### src/rtl/display_mux8.sv
// Eight-digit common-anode seven-segment scanner: captures digit writes into a
// small store and time-multiplexes them with a guard interval and leading-zero blanking.
module display_mux8 #(
    parameter int unsigned SCAN_DIV = 50000,
    parameter int unsigned GUARD    = 2
) (
    input  logic       clk,
    input  logic       rst,
    input  logic [3:0] display_val,
    input  logic [2:0] display_idx,
    input  logic       display_wr,
    input  logic       clear,
    input  logic       blank_lz,
    output logic [6:0] seg,
    output logic [7:0] an,
    output logic       frame_tick
);

    localparam int unsigned PC_W       = (SCAN_DIV > 1) ? $clog2(SCAN_DIV) : 1;
    localparam logic [PC_W-1:0] PC_LAST  = PC_W'(SCAN_DIV - 1);
    localparam logic [PC_W-1:0] PC_GUARD = PC_W'(GUARD);
    localparam logic [6:0] SEG_BLANK   = 7'h7F;

    logic [PC_W-1:0] pc;
    logic [2:0]      scan;
    logic [7:0]      valid;
    logic [3:0]      value [8];
    logic [7:0]      lz_blank;
    logic [6:0]      seg_c;
    logic [7:0]      an_c;
    logic            frame_tick_c;
    logic            slot_end;

    function automatic logic [6:0] hex_to_seg(input logic [3:0] v);
        logic [6:0] s;
        case (v)
            4'h0: s = 7'h40;
            4'h1: s = 7'h79;
            4'h2: s = 7'h24;
            4'h3: s = 7'h30;
            4'h4: s = 7'h19;
            4'h5: s = 7'h12;
            4'h6: s = 7'h02;
            4'h7: s = 7'h78;
            4'h8: s = 7'h00;
            4'h9: s = 7'h10;
            4'hA: s = 7'h08;
            4'hB: s = 7'h03;
            4'hC: s = 7'h46;
            4'hD: s = 7'h21;
            4'hE: s = 7'h06;
            default: s = 7'h0E;
        endcase
        return s;
    endfunction

    assign slot_end = (pc == PC_LAST);

    // Refresh prescaler and digit scan position
    always_ff @(posedge clk or negedge rst) begin
        if (!rst) begin
            pc   <= '0;
            scan <= '0;
        end else if (slot_end) begin
            pc   <= '0;
            scan <= scan + 3'd1;
        end else begin
            pc   <= pc + PC_W'(1);
        end
    end

    // Digit store: clear applies first so a same-edge write survives it
    always_ff @(posedge clk or negedge rst) begin
        if (!rst) begin
            valid <= '0;
            for (int i = 0; i < 8; i++) begin
                value[i] <= '0;
            end
        end else begin
            if (clear) begin
                valid <= '0;
            end
            if (display_wr) begin
                valid[display_idx] <= 1'b1;
                value[display_idx] <= display_val;
            end
        end
    end

    // A zero is blanked while every digit to its left is blank or zero; position 7 always shows
    always_comb begin
        logic run;
        lz_blank = '0;
        run      = 1'b1;
        for (int k = 0; k < 7; k++) begin
            lz_blank[k] = blank_lz && run && valid[k] && (value[k] == 4'd0);
            run         = run && (!valid[k] || (value[k] == 4'd0));
        end
    end

    always_comb begin
        seg_c        = SEG_BLANK;
        an_c         = 8'hFF;
        frame_tick_c = slot_end && (scan == 3'd7);
        if (pc >= PC_GUARD) begin
            an_c = ~(8'(1) << scan);
            if (valid[scan] && !lz_blank[scan]) begin
                seg_c = hex_to_seg(value[scan]);
            end
        end
    end

    always_ff @(posedge clk or negedge rst) begin
        if (!rst) begin
            seg        <= SEG_BLANK;
            an         <= 8'hFF;
            frame_tick <= 1'b0;
        end else begin
            seg        <= seg_c;
            an         <= an_c;
            frame_tick <= frame_tick_c;
        end
    end

endmodule

### config.mk
export PLATFORM = sky130hd
export DESIGN_NAME = display_mux8
export DESIGN_NICKNAME = d
export VERILOG_FILES = /design/src/rtl/display_mux8.sv
export SDC_FILE = /design/constraint.sdc
export NUM_CORES = 1
export LEC_CHECK = 0
export CAP_MARGIN = 20
export CORE_UTILIZATION = 40
export DETAILED_ROUTE_END_ITERATION = 10
export PLACE_DENSITY_LB_ADDON = 0.25
export SYNTH_ARGS = -nofsm -noshare
export SYNTH_HDL_FRONTEND = slang
export SYNTH_SLANG_ARGS = --single-unit
### constraint.sdc
create_clock -name clk -period 2.3 [get_ports clk]
set_input_delay 0.46 -clock clk [delete_from_list [all_inputs] [get_ports clk]]
set_output_delay 0.46 -clock clk [all_outputs]
set_load 0.02 [all_outputs]
==> key figures, run 1 <==
Outcome
  • Status: complete, no violations

Die
  • Die area: 9760 µm²
  • Cell row count: 34
  • Die Y: 98.8 µm
  • Floorplan core area: 8890 µm²
  • Io pins: 28
  • Initial Util: 0.421
  • Die X-Extent: 98.8 µm

Yosys
  • Syn Nets: 322
  • EDFF count, synth: 0
  • Ys Warns: 0
  • Post-Syn Instances: 296
  • Top FF cell, synth: dfrtp_1
  • Ys async rst share: 1.00
  • Area of the mapped netlist: 3750 µm²
  • Ranking of synthesized cells by area: dfrtp_1 (40%), dfstp_2 (11%), mux2_2 (10%)
  • Yosys reg bits: 75
  • Synth unique cells: 45
  • Sequential area share after synthesis: 0.506
  • Post-synth top area share: 0.401
  • Cell taking the most area after synthesis: dfrtp_1
  • Mean Syn Cell Area: 12.7 µm²

Layout
  • Nets: 368
  • Final core utilization: 0.491
  • Area growth syn-to-layout: 16.6%
  • Fraction of layout cells with a size suffix above 1: 0.260
  • Most frequent cells in the layout: dfrtp_1 (58), mux2_2 (34), clkdlybuf4s50_1 (26)
  • Commonest non-fill, non-tap cell in the layout: dfrtp_1
  • ANT cells: 0
  • Fillcell total: 828

CTS
  • Clk buf depth: 2
  • Worst skew pair latency: 0.34 ns
  • Root Driver: clkbuf_8
  • CTS Buf Count: 9
  • TritonCTS clock tree: done
  • Num Clock Sinks: 75
  • Worst-path clk slew: 0.08 ns
  • H-tree depth: 3

Timing
  • Final setup TNS: 0 ns
  • Final worst-path cycle share: 0.933
  • Period minus WS final: 2.15 ns
  • RSZ-0062 raised after global routing: false
  • Post-Route Skew: 0.0100 ns
  • Slew HR: 0.669
  • Fin. max-slew vios: 0
  • Max frequency: 0.466 GHz
  • Setup-failing EPs final: 0
  • Least-Margin Pin Slew: 0.491 ns
  • Final hold violations: 0

Setup path
  • Crit path cell chain: mux4_1 -> mux2_2 -> inv_1 -> ha_1 -> a211o_1 -> o211ai_1
  • Crit start category: flop
  • Cell family with most CP delay: multiplexers
  • Req. time, crit path: 2.55 ns
  • Flop2flop setup slack: 0.15 ns
  • Worst Path Buf+Inv: 1
  • Critical path fanouts, max: 6
  • Crit path from: scan[0]
  • Worst setup EP type: flop
  • Data arrival time of the worst path: 2.40 ns
  • Crit-path slowest cell: mux4_1
  • Crit Reg-Reg Endpoint: seg[3]
  • Levels on crit path: 6
  • Crit path kind: flop to flop
  • Worst r2r src: scan[0]
  • Slowest stage delay, CP: 0.55 ns
  • Reg2reg path depth: 6
  • CP endpoint: seg[3]

Route
  • DR WL/cell: 16.3 µm
  • Drt initial violations: 126
  • Drt drc: 0
  • Via Count: 2479
  • DRT Pass-1 Iters: 4
  • Final WL: 7400 µm
  • Antenna-violating nets left: 0
  • Via density: 5.46

Place
  • Input/output buffers: 27
  • Dpl hpwl: 5520 µm
  • Routability cong.: 0.889

Power and ir drop
  • Peak VDD IR: 0.000410 V
  • PwrDens: 673 nW/µm²
  • Static Leak: 0.00187 µW

GRT
  • Grt total ovfl: 0
  • First-pass GRT wire length: 12800 µm
  • Vias in the first global route: 2456
  • Tot GR Track Use: 0.172
  • Number of antenna violations at the first check in global routing: 0
  • Largest net degree at the start of global routing: 43

Run
  • Max-Cap Viols: 0

Min path
  • Worst hold path class: primary input to asynchronous set/reset pin
-- cell families (layout without fill, tap and decap cells) --
| kind of cell | Yosys count | after routing | share of synthesized area |
|---|---|---|---|
| AND/OR/NAND/NOR | 89 | 89 | 0.120 |
| adder cells (fa/ha/maj) | 14 | 14 | 0.0468 |
| multiplexers | 51 | 51 | 0.192 |
| buffers and inverters | 19 | 69 | 0.0304 |
| XOR/XNOR | 15 | 15 | 0.0351 |
| flip-flops | 75 | 75 | 0.506 |
| AO/OA/AOI/OAI | 33 | 33 | 0.0695 |
-- metal layers --
layer  global-route usage  part of all wire  up-vias  routed length, µm
met5                    0                 0        -                  0
met4               0.0666             0.019        0                142
met3               0.0369             0.031       11                232
met2                0.260              0.45       50               3330
met1                0.241              0.50     1242               3700
li1                     -                 -     1176                  -
-- flip-flops by register name (all words and copies together) (netlist names) --
signal	flops
value	32
pc	16
an	8
valid	8
seg	7
scan	3
frame_tick	1
-- worst min path at each step --
stage               startpoint         end  slack (ns)  depth (start not counted)
floorplan                  rst  frame_tick        0.16                          0
global placement           rst       pc[5]        0.43                          1
detailed placement         rst       pc[7]        0.43                          1
CTS                        rst       pc[7]        0.06                          1
global route               rst       pc[7]        0.07                          1
finish                     rst       pc[5]        0.05                          1
-- metrics by stage --
step / total power [µW] / setup slack (ns) / hold slack (ns) / instances / area (µm²)
finish: 2940 / 0.155 / 0.0494 / 454 / 4370
global route: 3100 / 0.0490 / 0.0714 / 454 / 4370
CTS: 2970 / 0.0536 / 0.0550 / 453 / 4360
detailed placement: 2090 / 0.0820 / 0.434 / 438 / 4190
global placement: 2080 / 0.179 / 0.430 / 438 / 4190
floorplan: 1900 / 0.0854 / 0.164 / 296 / 3750
-- cell usage after synthesis, types with 2 or more instances --
master	number
nor2_1	22
nand3_1	8
xnor2_1	9
xor2_1	6
mux4_1	8
nor4_1	4
mux4_2	2
o221ai_1	4
nand4_1	5
and3_1	2
nor3_1	7
nand2b_1	5
o21ai_0	6
mux2i_1	6
o41ai_1	4
dfrtp_1	60
nor3b_1	3
a21oi_1	4
ha_1	14
mux2_2	34
a21o_1	4
nand2_1	24
inv_1	12
o211ai_1	5
clkbuf_8	2
dfstp_2	15
nand4b_1	3
-- report_power, final --
group / switching, µW / leakage, µW / total [µW] / internal, µW
registers: 130 / 0.000911 / 1590 / 1460
logic: 225 / 0.000876 / 480 / 255
clock network: 461 / 0.0000839 / 870 / 409
-- what timing repair did --
action / CTS / global route
setup buffers: 0 / 1
resized for setup: 0 / 2
endpoints found under the setup margin: 0 / 1
hold buffers: 0 / 0
endpoints found under the hold margin: 0 / 0
-- layout make-up --
| cell class | instances | area (µm²) | share of cell area |
|---|---|---|---|
| inverter | 13 | 48.8 | 0.0112 |
| clock buffer | 10 | 138 | 0.0315 |
| timing repair buffer | 41 | 383 | 0.0876 |
| clock inverter | 5 | 30.0 | 0.00687 |
| tap | 108 | 135 | 0.0309 |
| multi-input combinational | 202 | 1740 | 0.397 |
| sequential | 75 | 1900 | 0.434 |
Power figures use the tool's default switching activity.
==> run 2, diff against run 1 <==
--- a/config.mk
+++ b/config.mk
@@ -8,6 +8,7 @@
 export CAP_MARGIN = 20
 export CORE_UTILIZATION = 40
 export DETAILED_ROUTE_END_ITERATION = 10
+export DONT_BUFFER_PORTS = 1
 export PLACE_DENSITY_LB_ADDON = 0.25
 export SYNTH_ARGS = -nofsm -noshare
 export SYNTH_HDL_FRONTEND = slang
==> key figures, run 2 (synthesis gave the netlist of run 1 again) <==
CTS
  • Worst skew pair latency: 0.36 ns
  • H-tree depth: 3
  • CTS Buf Count: 9
  • Buffer count from post-CTS setup fixing: 0
  • Clk buf depth: 2
  • TritonCTS clock tree: done
  • Worst-path clk slew: 0.09 ns
  • Root Driver: clkbuf_8
  • Num Clock Sinks: 75

Layout
  • Biggest register: value
  • Fillcell total: 812
  • Nets: 337
  • Largest registers: value x32, pc x16
  • Fin cells: 424
  • Max FFs per register: 32
  • Commonest non-fill, non-tap cell in the layout: dfrtp_1
  • Fraction of layout cells with a size suffix above 1: 0.263
  • Most frequent cells in the layout: dfrtp_1 (59), mux2_2 (34), nand2_1 (24)
  • ANT cells: 0
  • Area growth syn-to-layout: 9.69%

Power and ir drop
  • Static Leak: 0.00175 µW
  • Comb power frac: 0.141
  • Flop pwr share: 0.528
  • Switching power: 823 µW
  • Power share of the clock group: 0.331
  • Sw frac: 0.273
  • Peak VDD IR: 0.000411 V
  • PwrDens: 734 nW/µm²
  • Int Power: 2190 µW

Timing
  • Fin. max-slew vios: 0
  • Period minus WS final: 2.15 ns
  • Final setup TNS: 0 ns
  • Final worst-path cycle share: 0.936
  • RSZ-0062 raised after global routing: false
  • Setup-failing EPs final: 0
  • Max frequency: 0.465 GHz
  • Final hold violations: 0
  • Least-Margin Pin Slew: 0.639 ns
  • Slew HR: 0.571
  • Post-Route Skew: 0.0126 ns

Setup path
  • Crit start category: flop
  • Worst setup EP type: flop
  • Data arrival time of the worst path: 2.42 ns
  • Crit path kind: flop to flop
  • Req. time, crit path: 2.57 ns
  • Critical path fanouts, max: 6

Place
  • Post-Place Cells: 406
  • Dpl hpwl: 5180 µm
  • Routability cong.: 0.803
  • Input/output buffers: 0

Route
  • Via Count: 2334
  • Via density: 5.50
  • DR WL/cell: 17.1 µm
  • Final WL: 7260 µm
  • Drt initial violations: 71
  • DRT Pass-1 Iters: 4
  • Drt drc: 0
  • Antenna-violating nets left: 0

GRT
  • GR met2 Demand/Resource: 0.242
  • Largest net degree at the start of global routing: 76
  • GRT met3 Usage: 0.0433
  • Grt total ovfl: 0
  • GRT Max-Usage Layer: met2
  • Tot GR Track Use: 0.166
  • Vias in the first global route: 2372
  • Met1 usage: 0.240
  • First-pass GRT wire length: 12500 µm
  • Number of antenna violations at the first check in global routing: 0

Die
  • Io pins: 28
  • Die Y: 98.8 µm
  • Floorplan core area: 8890 µm²
  • Initial Util: 0.421
  • Cell row count: 34
  • Die X-Extent: 98.8 µm
  • Die area: 9760 µm²

Run
  • Max-Cap Viols: 0

Outcome
  • Status: complete, no violations

Min path
  • Worst hold path class: primary input to flop
## run 2: cell types whose count changed in the layout (fill, tap and decap cells not counted), sizes merged
| cell | delta |
|---|---|
| bufinv | +1 |
| clkdlybuf4s50 | -26 |
| clkinv | -1 |
| dlygate4sd3 | +1 |
| clkinvlp | +1 |
| buf | -6 |
## run 2: area by class of cell
class	instances	area, µm²	share of cell area
flip-flops and latches	75	1900	0.462
multi-input cells	202	1740	0.423
well taps	108	135	0.0329
clock buffers	10	128	0.0311
repair buffers	10	97.6	0.0238
clock inverters	6	66.3	0.0161
inverters	13	48.8	0.0119
## run 2: per-layer routing
layer  up-vias  routed length, µm
met5         -                  0
met4         0                 87
met3         9                301
met2        59               3160
met1      1159               3710
li1       1107                  -
## run 2: final timing paths
| check | startpoint | end | slack, ns | cells past startpoint |
|---|---|---|---|---|
| worst min register to register | pc[7] | pc[7] | 0.50 | 1 |
| max in group asynchronous | rst | seg[0] | 1.32 | 2 |
| min in group asynchronous | rst | pc[4] | 0.65 | 2 |
| worst max register to register | scan[0] | seg[3] | 0.15 | 6 |
| worst min-delay path | clear | valid[7] | 0.20 | 1 |
| worst max-delay path | scan[0] | seg[3] | 0.15 | 6 |
## run 2: power groups by stage
stage,clock (µW),combinational (µW),sequential [µW]
global route,1080,474,1620
finish,999,424,1590
detailed placement,0,392,1620
global placement,0,387,1620
CTS,1030,428,1590
floorplan,0,338,1560
## run 2: metrics by stage
| stage | power, µW | utilization | area [µm²] | hold WS [ns] | setup slack [ns] |
|---|---|---|---|---|---|
| global placement | 2000 | 0.436 | 3880 | 0.167 | 0.179 |
| CTS | 3050 | 0.462 | 4110 | 0.188 | 0.0864 |
| global route | 3170 | 0.462 | 4110 | 0.213 | 0.0291 |
| finish | 3020 | 0.462 | 4110 | 0.199 | 0.148 |
| floorplan | 1900 | - | 3750 | 0.164 | 0.0854 |
| detailed placement | 2010 | 0.436 | 3880 | 0.167 | 0.120 |
## run 2: worst max-delay path, cell delays in order (launching register included)
cell	delay, ns
dfrtp_1	0.42
mux4_1	0.58
mux2_2	0.33
inv_1	0.13
ha_1	0.26
a211o_1	0.27
o211ai_1	0.09
## run 2: what timing repair did
item / in CTS / in global routing
resized for setup: 0 / 1
hold endpoints to repair: 75 / 0
hold buffers: 2 / 0
endpoints found under the setup margin: 0 / 2
